$ cat src/rtl/argmax_classifier.sv
// argmax_classifier: streams NUM_CLASSES signed features, reports the winning
// index and the saturated winner/runner-up margin.
//   clock, reset_n          : single clock, async active-low reset
//   features_in (consumer)  : valid in, ready out, features[0] in
//   class_out, margin_out   : registered result
//   class_valid/class_ready : result handshake

package mnist_pkg;
   localparam int FEATURE_W = 16;
   typedef logic signed [FEATURE_W-1:0] feature_type;
   localparam feature_type FEATURE_MIN = {1'b1, {(FEATURE_W-1){1'b0}}};
endpackage

interface feature_if;
   import mnist_pkg::*;
   logic        valid;
   logic        ready;
   feature_type features [0:0];
   modport consumer (input valid, input features, output ready);
   modport producer (output valid, output features, input ready);
endinterface

module argmax_classifier
   import mnist_pkg::*;
#(
   parameter int NUM_CLASSES  = 10,
   parameter int MARGIN_WIDTH = 16
) (
   input  logic                           clock,
   input  logic                           reset_n,
   feature_if.consumer                    features_in,
   output logic [$clog2(NUM_CLASSES)-1:0] class_out,
   output logic [MARGIN_WIDTH-1:0]        margin_out,
   output logic                           class_valid,
   input  logic                           class_ready
);

   localparam int IW = $clog2(NUM_CLASSES);
   localparam int DW = FEATURE_W + 1;

   typedef enum logic {
      COLLECT,
      PRESENT
   } state_t;

   state_t                  r_state;
   state_t                  w_state_nxt;
   logic [IW-1:0]           r_idx;
   logic [IW-1:0]           r_best_idx;
   logic [IW-1:0]           r_class;
   logic [MARGIN_WIDTH-1:0] r_margin;
   feature_type             r_best;
   feature_type             r_second;

   feature_type             w_val;
   feature_type             w_best_n;
   feature_type             w_second_n;
   logic [IW-1:0]           w_idx_n;
   logic [DW-1:0]           w_diff;
   logic [MARGIN_WIDTH-1:0] w_margin;
   logic                    w_accept;
   logic                    w_last;
   logic                    w_release;

   assign w_val     = features_in.features[0];
   assign w_accept  = features_in.valid && (r_state == COLLECT);
   assign w_last    = (r_idx == IW'(NUM_CLASSES - 1));
   assign w_release = (r_state == PRESENT) && class_ready;

   always_ff @(posedge clock or negedge reset_n) begin
      if (!reset_n) r_state <= COLLECT;
      else          r_state <= w_state_nxt;
   end

   always_comb begin
      w_state_nxt = r_state;
      unique case (r_state)
         COLLECT: if (w_accept && w_last) w_state_nxt = PRESENT;
         PRESENT: if (class_ready)        w_state_nxt = COLLECT;
         default: w_state_nxt = COLLECT;
      endcase
   end

   // Strict compares keep the lower index on ties.
   always_comb begin
      w_best_n   = r_best;
      w_second_n = r_second;
      w_idx_n    = r_best_idx;
      if (r_idx == '0) begin
         w_best_n   = w_val;
         w_second_n = FEATURE_MIN;
         w_idx_n    = '0;
      end else if (w_val > r_best) begin
         w_second_n = r_best;
         w_best_n   = w_val;
         w_idx_n    = r_idx;
      end else if (w_val > r_second) begin
         w_second_n = w_val;
      end
   end

   // best >= second always, so the one-bit-wider difference is non-negative.
   assign w_diff = {w_best_n[FEATURE_W-1], w_best_n}
                 - {w_second_n[FEATURE_W-1], w_second_n};

   generate
      if (MARGIN_WIDTH >= DW) begin : g_wide
         assign w_margin = MARGIN_WIDTH'(w_diff);
      end else begin : g_sat
         assign w_margin = (|w_diff[DW-1:MARGIN_WIDTH])
                         ? '1 : w_diff[MARGIN_WIDTH-1:0];
      end
   endgenerate

   always_ff @(posedge clock or negedge reset_n) begin
      if (!reset_n) begin
         r_idx      <= '0;
         r_best     <= FEATURE_MIN;
         r_second   <= FEATURE_MIN;
         r_best_idx <= '0;
         r_class    <= '0;
         r_margin   <= '0;
      end else if (w_accept) begin
         r_best     <= w_best_n;
         r_second   <= w_second_n;
         r_best_idx <= w_idx_n;
         r_idx      <= w_last ? '0 : r_idx + 1'b1;
         if (w_last) begin
            r_class  <= w_idx_n;
            r_margin <= w_margin;
         end
      end else if (w_release) begin
         r_idx <= '0;
      end
   end

   assign features_in.ready = (r_state == COLLECT);
   assign class_valid       = (r_state == PRESENT);
   assign class_out         = r_class;
   assign margin_out        = r_margin;

endmodule

$ cat src/flat_wrapper.sv
// flat-port wrapper written by rule: the top's interface ports become plain ports
module argmax_classifier_flat import mnist_pkg::*;
#(
   parameter int NUM_CLASSES  = 10,
   parameter int MARGIN_WIDTH = 16
)
  (clock, reset_n, class_out, margin_out, class_valid, class_ready, features_in_valid, features_in_features, features_in_ready);
  feature_if features_in_i ();
  input  logic clock;
  input  logic reset_n;
  output logic [$clog2(NUM_CLASSES)-1:0] class_out;
  output logic [MARGIN_WIDTH-1:0] margin_out;
  output logic class_valid;
  input  logic class_ready;
  input wire logic [$bits(features_in_i.valid)-1:0] features_in_valid;
  input wire logic [$bits(features_in_i.features)-1:0] features_in_features;
  output wire logic [$bits(features_in_i.ready)-1:0] features_in_ready;
  assign features_in_i.valid = features_in_valid;
  assign features_in_i.features = {>>{features_in_features}};
  assign features_in_ready = features_in_i.ready;
  argmax_classifier #(.NUM_CLASSES(NUM_CLASSES), .MARGIN_WIDTH(MARGIN_WIDTH)) u_core (.clock(clock), .reset_n(reset_n), .features_in(features_in_i), .class_out(class_out), .margin_out(margin_out), .class_valid(class_valid), .class_ready(class_ready));
endmodule
$ cat config.mk
export PLATFORM = sky130hd
export DESIGN_NAME = argmax_classifier_flat
export DESIGN_NICKNAME = d
export VERILOG_FILES = /design/src/rtl/argmax_classifier.sv /design/src/flat_wrapper.sv
export SDC_FILE = /design/constraint.sdc
export NUM_CORES = 1
export LEC_CHECK = 0
export ABC_CLOCK_PERIOD_IN_PS = 5200
export CAP_MARGIN = 20
export CORE_MARGIN = 2
export CORE_UTILIZATION = 55
export DETAILED_ROUTE_END_ITERATION = 10
export DONT_BUFFER_PORTS = 1
export GPL_ROUTABILITY_DRIVEN = 0
export PLACE_DENSITY = 0.71
export RECOVER_POWER = 25
export SLEW_MARGIN = 20
export SYNTH_ARGS = -nofsm -noshare
export SYNTH_HDL_FRONTEND = slang
export SYNTH_SLANG_ARGS = --single-unit
$ cat constraint.sdc
create_clock -name clock -period 5.2 [get_ports clock]
set_input_delay 0.26 -clock clock [delete_from_list [all_inputs] [get_ports clock]]
set_output_delay 0.26 -clock clock [all_outputs]
set_load 0.02 [all_outputs]
==> results.yml <==
timing:
  setup_viol: 0
  finalCriticalPeriod_ns: 4.89
  finalMaxSlewViolations: 62
  rsz0062_at_grt: "no"
  relSlewSlack_pct: -119
  worst_pin_slew_ns: 3.28
  min_period_over_period_pct: 94.0
  hold_violations: 0
  clock_skew_ns: 0.0101
  finalSetupTns_ns: 0
  timing.fmax_mhz: 205
clock_tree:
  clock_sinks: 61
  cts_tree: "done"
  cts_buffer_depth: 2
  cts_max_level: 3
  cts-buffers-inserted: 9
  clk_latency_ns: 0.36
  cts-root-buf: "clkbuf_8"
  clk_pin_slew_ns: 0.08
detailed_routing:
  wl_met1_um: 5350
  routedWlPerCell_um: 19.4
  drt_iter0_markers: 230
  vias: 3897
  wl_um: 11700
  dr.max_layer_used: "met4"
  met2_length_um: 5430
  first_pass_iters: 5
  drc_errors: 0
  via_per_inst: 6.48
  met3_length_um: 684
  detail-route-antenna-nets: 0
hold_path:
  hp-start: "features_in_features[5]"
  worstHoldPathCells: 1
  min_path_type: "in -> reg"
  worstHoldEndpoint: "u_core.r_best[5]"
placed_design:
  portBuffers: 0
  place_area_um2: 4790
  hpwlAfterDp_um: 8540
yosys:
  synth_area_leaders: "dfrtp_1 (31%), ha_1 (14%), mux2_2 (5.5%)"
  synth_top_cell_area_share_pct: 31.5
  yosysMostFrequentCell: "dfrtp_1"
  synth_nets: 560
  ys_warn_count: 0
  synth_cell_types: 62
  yosysSeqAreaShare_pct: 32.6
  synth-edff-count: 0
  synth_flop_cell: "dfrtp_1"
  syn_area_per_cell_um2: 9.61
  syn_inst: 488
  async_reset_ff_share_pct: 100
  synth-seq-cells: 61
  synth_area_leader_cell: "dfrtp_1"
  yosys-top-cells-count: "dfrtp_1 (59), ha_1 (51), inv_1 (39), o21ai_0 (35), mux2_2 (23)"
  netlist_area_um2: 4690
status:
  run_status: "complete, but fails checks"
  failed_checks: "capacitance limit, slew limit"
floorplanning:
  die_y_um: 96.3
  die_w_um: 96.3
  start_util_pct: 56.8
  io_pins: 42
  rows: 33
  die-area_um2: 9280
  coreArea_um2: 8260
worst_setup_path:
  startpoint_type: "flop"
  cp.arrival_ns: 5.18
  reg2reg_from: "u_core.r_best[15]"
  cp_cell_sequence: "inv_1 -> ha_1 -> nand4_1 -> nor4_2 -> and4b_2 -> nor3_4 -> mux2i_1 -> ha_1 -> inv_1 -> fa_1 -> a211oi_1 -> o21ai_0 -> a2111oi_4 -> o21ai_1 -> a21o_1 -> nand2_2 -> o22a_1"
  critPathCaptureType: "flop"
  crit_slowest_cell: "dfstp_2"
  reg2reg_depth: 17
  path_class: "reg -> reg"
  cpPeakStageDelay_ns: 0.56
  worstPathMaxFanout: 14
  crit_required_ns: 5.49
  regToRegSetupSlack_ns: 0.31
  reg2reg_to: "u_core.margin_out[9]"
final_layout:
  drive_gt1_share_pct: 13.9
  finish.instance_area_um2: 5060
  nets: 563
  diodes: 0
  areaGrowthSynthToFinish_pct: 7.87
grt:
  grt.total_usage_pct: 27.4
  grt_pass1_wl_um: 19200
  grt_antenna_before_repair: 0
  grt_max_degree: 62
  first_global_vias: 3816
  gr-total-overflow: 0
job:
  maxCapViolations: 1
-- metal layers --
metal | GRT usage, % | vias up
li1 | - | 1819
met1 | 37.7 | 1944
met2 | 41.4 | 120
met3 | 5.72 | 14
met4 | 12.2 | 0
met5 | 0 | -
-- metrics by stage --
step	utilization [%]	worst slack, ns	instances	hold WS, ns
floorplan	-	0.459	488	-0.0356
global placement	58.0	0.228	579	-0.0329
detailed placement	58.0	-0.000599	579	-0.0330
CTS	60.9	0.132	598	0.0444
global route	61.3	0.0321	601	0.0406
finish	61.3	0.313	601	0.0501
-- how the worst max path moves through the flow --
stage | from | to | slack, ns
after floorplan | u_core.r_best[15] | u_core.margin_out[10] | 0.46
after global placement | u_core.r_best[15] | u_core.margin_out[8] | 0.23
after detailed placement | u_core.r_best[15] | u_core.margin_out[9] | -0.0006
after CTS | u_core.r_best[15] | u_core.margin_out[9] | 0.13
after global routing | u_core.r_best[15] | u_core.margin_out[2] | 0.03
final | u_core.r_best[15] | u_core.margin_out[9] | 0.31
-- registers in the layout (all words and copies together) (netlist names) --
name	flops
u_core.class_valid	1
u_core.margin_out	16
u_core.class_out	4
u_core.r_idx	4
u_core.r_best_idx	4
u_core.r_second	16
u_core.r_best	16
-- placed cells by master, fill, tap and decap left out, types with 3 or more instances in the layout --
| cell | instances |
|---|---|
| and3_1 | 3 |
| clkbuf_1 | 3 |
| a211oi_1 | 6 |
| o22ai_1 | 15 |
| xnor2_1 | 8 |
| mux2i_1 | 18 |
| nand4_1 | 12 |
| nor3_1 | 4 |
| nand3_1 | 22 |
| a21oi_1 | 19 |
| buf_4 | 9 |
| dfrtp_1 | 59 |
| o21ai_0 | 35 |
| mux2_1 | 7 |
| o21bai_1 | 18 |
| nand2b_1 | 3 |
| nor2b_1 | 3 |
| a21o_1 | 20 |
| o21a_1 | 3 |
| xor2_1 | 5 |
| mux2_2 | 23 |
| o22a_1 | 15 |
| nand2_1 | 17 |
| clkbuf_8 | 10 |
| ha_1 | 51 |
| nor2_1 | 16 |
| inv_1 | 39 |
-- area by class of cell --
type | instances | area [um^2]
multi-input cells | 367 | 2950
clock buffers | 12 | 145
fillers | 721 | 3200
inverters | 39 | 146
clock inverters | 4 | 47.5
repair buffers | 13 | 111
flip-flops and latches | 61 | 1530
well taps | 105 | 131
-- worst max-delay path, delay by kind of cell (launching register included) --
kind            cells  cell delay [ns]
compound gates      6             1.57
fa+ha+maj           3             0.92
buf+inv             2             0.10
flops               1             0.56
mux                 1             0.25
simple gates        5             1.41
-- repair_timing --
item,4_1_cts,5_1_grt
pin swaps,0,1
endpoints found under the hold margin,62,0
setup endpoints to repair,11,14
hold buffers,3,0
setup buffers,0,3
gates cloned,0,0
resized for setup,1,4
-- kinds of logic (layout without fill, tap and decap cells) --
kind of cell	Yosys count	count (layout)	share of synthesized area (%)
AOI/OAI and AO/OA	159	159	23.7
and+or+nand+nor	95	95	10.8
DFF	61	61	32.6
buffers and inverters	60	68	5.36
adders and majority gates	52	52	14.0
muxes	48	48	11.0
xor gates and xnor gates	13	13	2.43
Power is left out: the tool's default activity adds up to more than one toggle a clock period on the data nets, which glitch-free logic cannot reach.
